==> src/rtl/sync_sig_bank.sv <==
// Multi-channel synchronizer for asynchronous levels entering the clk domain, with
// per-channel AND-qualify or debounce filtering, edge pulses and a saturating edge counter.
module sync_sig_bank #(
    parameter int                CH_NUM      = 4,
    parameter int                SHIFT_WIDTH = 2,
    parameter logic [CH_NUM-1:0] DEB_EN      = {CH_NUM{1'b0}},
    parameter int                DEB_CNT_W   = 4,
    parameter logic [CH_NUM-1:0] RST_VAL     = {CH_NUM{1'b0}},
    parameter int                EVT_W       = 16
) (
    input  logic                 clk,
    input  logic                 rst_n,
    input  logic [CH_NUM-1:0]    in_sig,
    input  logic [DEB_CNT_W-1:0] deb_len,
    input  logic                 cnt_clr,
    output logic [CH_NUM-1:0]    out_sig,
    output logic [CH_NUM-1:0]    rise_pulse,
    output logic [CH_NUM-1:0]    fall_pulse,
    output logic [EVT_W-1:0]     evt_cnt
);

    localparam int N_W   = $clog2(CH_NUM + 1);
    localparam int SUM_W = EVT_W + N_W;
    localparam logic [SUM_W-1:0] EVT_MAX = {{N_W{1'b0}}, {EVT_W{1'b1}}};

    function automatic logic [N_W-1:0] popcount(input logic [CH_NUM-1:0] v);
        logic [N_W-1:0] n;
        n = {N_W{1'b0}};
        for (int i = 0; i < CH_NUM; i++) begin
            n = n + N_W'(v[i]);
        end
        return n;
    endfunction

    logic [DEB_CNT_W-1:0] thr_s;
    logic [CH_NUM-1:0]    filt_s;
    logic [CH_NUM-1:0]    out_d_r;
    logic [EVT_W-1:0]     evt_cnt_r;
    logic [SUM_W-1:0]     evt_sum_s;
    logic [EVT_W-1:0]     evt_nxt_s;

    // Debounce threshold minus one; a zero length behaves as one cycle
    always_comb begin
        if (deb_len == {DEB_CNT_W{1'b0}}) begin
            thr_s = {DEB_CNT_W{1'b0}};
        end else begin
            thr_s = deb_len - DEB_CNT_W'(1'b1);
        end
    end

    for (genvar g = 0; g < CH_NUM; g++) begin : g_ch
        logic [SHIFT_WIDTH-1:0] chain_r;

        // Synchronizer chain, bit 0 samples the asynchronous input
        always_ff @(posedge clk or negedge rst_n) begin
            if (!rst_n) begin
                chain_r <= {SHIFT_WIDTH{RST_VAL[g]}};
            end else begin
                chain_r <= {chain_r[SHIFT_WIDTH-2:0], in_sig[g]};
            end
        end

        if (DEB_EN[g]) begin : g_deb
            logic                 st_r;
            logic [DEB_CNT_W-1:0] cnt_r;
            logic                 s_s;
            assign s_s = chain_r[SHIFT_WIDTH-1];

            // Debounce state: >= compare lets a shortened deb_len apply mid-count
            always_ff @(posedge clk or negedge rst_n) begin
                if (!rst_n) begin
                    st_r  <= RST_VAL[g];
                    cnt_r <= {DEB_CNT_W{1'b0}};
                end else if (s_s == st_r) begin
                    cnt_r <= {DEB_CNT_W{1'b0}};
                end else if (cnt_r >= thr_s) begin
                    st_r  <= s_s;
                    cnt_r <= {DEB_CNT_W{1'b0}};
                end else begin
                    cnt_r <= cnt_r + DEB_CNT_W'(1'b1);
                end
            end
            assign filt_s[g] = st_r;
        end else begin : g_and
            logic and_r;

            // Rise needs every stage high; any low stage clears on the next edge
            always_ff @(posedge clk or negedge rst_n) begin
                if (!rst_n) begin
                    and_r <= RST_VAL[g];
                end else begin
                    and_r <= &chain_r;
                end
            end
            assign filt_s[g] = and_r;
        end
    end

    // Delayed copy of the filtered level for edge detection
    always_ff @(posedge clk or negedge rst_n) begin
        if (!rst_n) begin
            out_d_r <= RST_VAL;
        end else begin
            out_d_r <= filt_s;
        end
    end

    assign out_sig    = filt_s;
    assign rise_pulse = filt_s & ~out_d_r;
    assign fall_pulse = ~filt_s & out_d_r;

    // Saturating next value of the edge counter
    always_comb begin
        evt_sum_s = {{N_W{1'b0}}, evt_cnt_r} + SUM_W'(popcount(rise_pulse | fall_pulse));
        if (evt_sum_s > EVT_MAX) begin
            evt_nxt_s = {EVT_W{1'b1}};
        end else begin
            evt_nxt_s = evt_sum_s[EVT_W-1:0];
        end
    end

    // Edge counter; a clear drops the events of its own cycle
    always_ff @(posedge clk or negedge rst_n) begin
        if (!rst_n) begin
            evt_cnt_r <= {EVT_W{1'b0}};
        end else if (cnt_clr) begin
            evt_cnt_r <= {EVT_W{1'b0}};
        end else begin
            evt_cnt_r <= evt_nxt_s;
        end
    end

    assign evt_cnt = evt_cnt_r;

endmodule

==> config.mk <==
export PLATFORM = sky130hd
export DESIGN_NAME = sync_sig_bank
export DESIGN_NICKNAME = d
export VERILOG_FILES = /design/src/rtl/sync_sig_bank.sv
export SDC_FILE = /design/constraint.sdc
export NUM_CORES = 1
export LEC_CHECK = 0
export ABC_AREA = 1
export CORE_ASPECT_RATIO = 0.75
export CORE_MARGIN = 2
export CORE_UTILIZATION = 44
export DETAILED_ROUTE_END_ITERATION = 12
export PLACE_DENSITY_LB_ADDON = 0.25
export SYNTH_ARGS = -nofsm -noshare
export SYNTH_HDL_FRONTEND = slang
export SYNTH_SLANG_ARGS = --single-unit
==> constraint.sdc <==
create_clock -name clk -period 2.54 [get_ports clk]
set_input_delay 0.254 -clock clk [delete_from_list [all_inputs] [get_ports clk]]
set_output_delay 0.254 -clock clk [all_outputs]
set_load 0.02 [all_outputs]
==> run_results.csv <==
group,metric,value,unit
worst_setup_path,critPathRequiredTime,2670,ps
die,dieArea,4200,sq um
detailed_routing,first_pass_iters,4,
global_routing,grt-ovfl-total,0,
cells_and_area,fin_util,63.2,%
worst_setup_path,r2r-end,"evt_cnt[5]",
hold_path,hold_path.class,"in2async",
worst_setup_path,reg2reg_slack,-110,ps
die,placementRows,19,
sta,setup_tns,-1600,ps
synth,seq_area_frac_synth,49.3,%
global_routing,grt_busiest_layer,"met2",
power,powerDensity,575,nW/um^2
cts,clock_latency,280,ps
global_routing,use_met1,25.8,%
worst_setup_path,worst-path-buf-inv,4,
placement,place_congestion,0.834,
cells_and_area,num-fill-cells,292,
synth,syn_inst,172,
die,initial_utilization,45.2,%
outcome,status,"finished, violations left",
global_routing,grtUsageMet2,28.7,%
cells_and_area,syn_to_final_growth,39.6,%
power,power.internal,0.000910,W
worst_setup_path,crit_chain,"inv_2 -> ha_4 -> fa_1 -> inv_2 -> fa_2 -> fa_2 -> nand3_2 -> inv_2 -> nand4_4 -> buf_12 -> a21oi_2",
power,power_switching,0.000395,W
cts,cts_root_buf,"clkbuf_8",
detailed_routing,routedWlPerCell,13.1,microns
power,netSwitchingFraction,30.2,%
cells_and_area,final_nets,242,
synth,synth.distinct_cells,26,
placement,dp_hpwl,2.54,mm
die,ios,39,
die,coreArea,3590,sq um
worst_setup_path,cp_slowest_cell,"fa_1",
synth,ys_warn_count,0,
synth,ys_ff_latch,32,
cts,cts.sinks,32,
global_routing,grt_use_met3,6.46,%
global_routing,grt_max_degree,33,
cells_and_area,diodes,0,
cts,cts.path.max_buffers,2,
sta,slew_headroom,51.4,%
worst_setup_path,worstPathMaxFanout,8,
global_routing,grt_pass1_vias,1210,
cts,hold_buffers,0,
die,die-width,74.2,microns
cts,numCtsBuffers,5,
power,ir_worst_vdd,0.392,mV
synth,synth_top_area_share,49.3,%
worst_setup_path,reg2reg_depth,11,
worst_setup_path,crit_family,"adder cells",
global_routing,grt_pass1_wl,5.75,mm
cells_and_area,layout_commonest_cell,"nand2_1",
detailed_routing,ant_nets,0,
worst_setup_path,critical_path_class,"reg2reg",
sta,period_minus_slack,2650,ps
sta,holdWs,367,ps
worst_setup_path,critPathMaxStageDelay,530,ps
placement,io_buffers,34,
run,cap_violations,0,
worst_setup_path,cp_common_cell,"inv_2",
sta,fmax,377,MHz
cts,h-tree-depth,2,
placement,postPlaceCellArea,2080,sq um
detailed_routing,via_count,1255,
sta,finalSetupViolations,16,
sta,hold_violations,0,
power,leakage,1.04,nW
cells_and_area,post_route_cells_drive_above_1_share,21.8,%
synth,syn_nets,195,
synth,synthTopCellsByArea,"dfrtp_1, nand2_1, inv_1",
power,power_frac_clock,31.0,%
sta,grt_setup_unrepaired,"true",
detailed_routing,post-route-drc-count,0,
power,combinationalPowerShare,24.0,%
cells_and_area,layout_common_cells,"nand2_1, clkdlybuf4s50_1, dfrtp_1",
synth,avgSynthCellArea,9.44,sq um
cts,cts_tree,"yes",
global_routing,antenna_found_initial,0,
synth,yosysTopAreaCell,"dfrtp_1",
global_routing,grt.total_usage,19.2,%
worst_setup_path,r2r-start,"out_d_r[2]",
die,chipHeight,56.6,microns
worst_setup_path,end_kind,"register",
detailed_routing,routed_wl,3.56,mm
sta,period_share,105,%
detailed_routing,via_per_inst,4.61,
outcome,violations,"negative setup slack",
sta,max_slew.worst_pin.slew,726,ps
sta,slew_violations,0,
worst_setup_path,arrival,2790,ps
detailed_routing,drtIter0Drc,48,
sta,timing.final.ws_setup,-115,ps
cells_and_area,final_cell_area,2270,sq um
worst_setup_path,cp-start-kind,"register",
cts,cts.reportedPaths.clkPinSlew,70,ps
sta,finClkSkew,4.45,ps
power,seqPwrFrac,44.9,%
synth,netlist_area,1620,sq um
==> kinds of logic (layout without fill, tap and decap cells) <==
kind of cell / count (synthesis) / in the layout / synth area share, %
and+or+nand+nor: 67 / 67 / 19.9
AOI/OAI and AO/OA: 16 / 16 / 6.24
DFF: 32 / 32 / 49.3
xor gates and xnor gates: 7 / 7 / 3.78
adders and majority gates: 12 / 12 / 10.6
buffers and inverters: 38 / 86 / 10.2
==> synthesized netlist by cell type <==
cell and instances:
ha_1 9, o21bai_1 1, a21oi_1 8, nor2_1 12, inv_2 1, buf_6 1, xnor2_1 3, o21ai_1 1
xor2_1 4, nand2_1 37, dfrtp_1 32, nor2_2 1, nand3_1 7, nor2_4 1, buf_1 1, nand2_2 1
fa_1 3, buf_4 4, a21oi_2 5, nand3_2 1, nor3_4 1, nand3b_1 1, nand4_4 1, o21ai_0 1
inv_1 31, nand4_1 4
==> area by class of cell <==
class	count	area, sq um	area share (%)
Sequential cell	32	801	35.3
Clock inverter	2	10.0	0.442
Timing Repair Buffer	46	454	20.0
Tap cell	52	65.1	2.87
Multi-Input combinational cell	102	734	32.4
Clock buffer	6	82.6	3.64
Inverter	32	120	5.30
==> stage by stage <==
stage               worst slack, ps  instances  total power, W
floorplan                     -72.5        172        0.000765
global placement              -83.3        262        0.000883
detailed placement             -126        262        0.000895
CTS                            -131        272         0.00131
global route                   -251        272         0.00139
finish                         -115        272         0.00130
==> registers in the layout, summed over array words and instances, names as in the netlist <==
register	cells
out_d_r	4
evt_cnt	16
g_ch.g_and.and_r	4
g_ch.chain_r	8
==> routing by layer <==
layer  vias up  wire [microns]
met5         -               0
met2        32            1700
met3         2             204
met1       602            1630
li1        619               -
met4         0              23
==> worst max path at each step <==
stage,startpoint,to,slack (ps),cells past startpoint
floorplan,g_ch[2].g_and.and_r,evt_cnt[2],-70,10
global placement,out_d_r[2],evt_cnt[14],-80,13
detailed placement,out_d_r[2],evt_cnt[14],-130,13
CTS,g_ch[2].g_and.and_r,evt_cnt[8],-130,10
global route,out_d_r[2],evt_cnt[14],-250,13
finish,out_d_r[2],evt_cnt[5],-110,11
==> what timing repair did <==
item | in CTS | in global routing
setup endpoints to repair | 16 | 16
pin swaps | 16 | 4
buffers inserted | 2 | 0
endpoints found under the hold margin | 0 | 0
gates resized for setup | 10 | 8
cloned | 0 | 0
==> power groups by stage <==
stage	clock network (W)	registers, W	logic [W]
after floorplan	0	0.000616	0.000149
after global placement	0	0.000591	0.000291
after detailed placement	0	0.000594	0.000301
after CTS	0.000414	0.000586	0.000314
after global routing	0.000440	0.000594	0.000358
final	0.000405	0.000586	0.000313
Power figures use the tool's default switching activity.
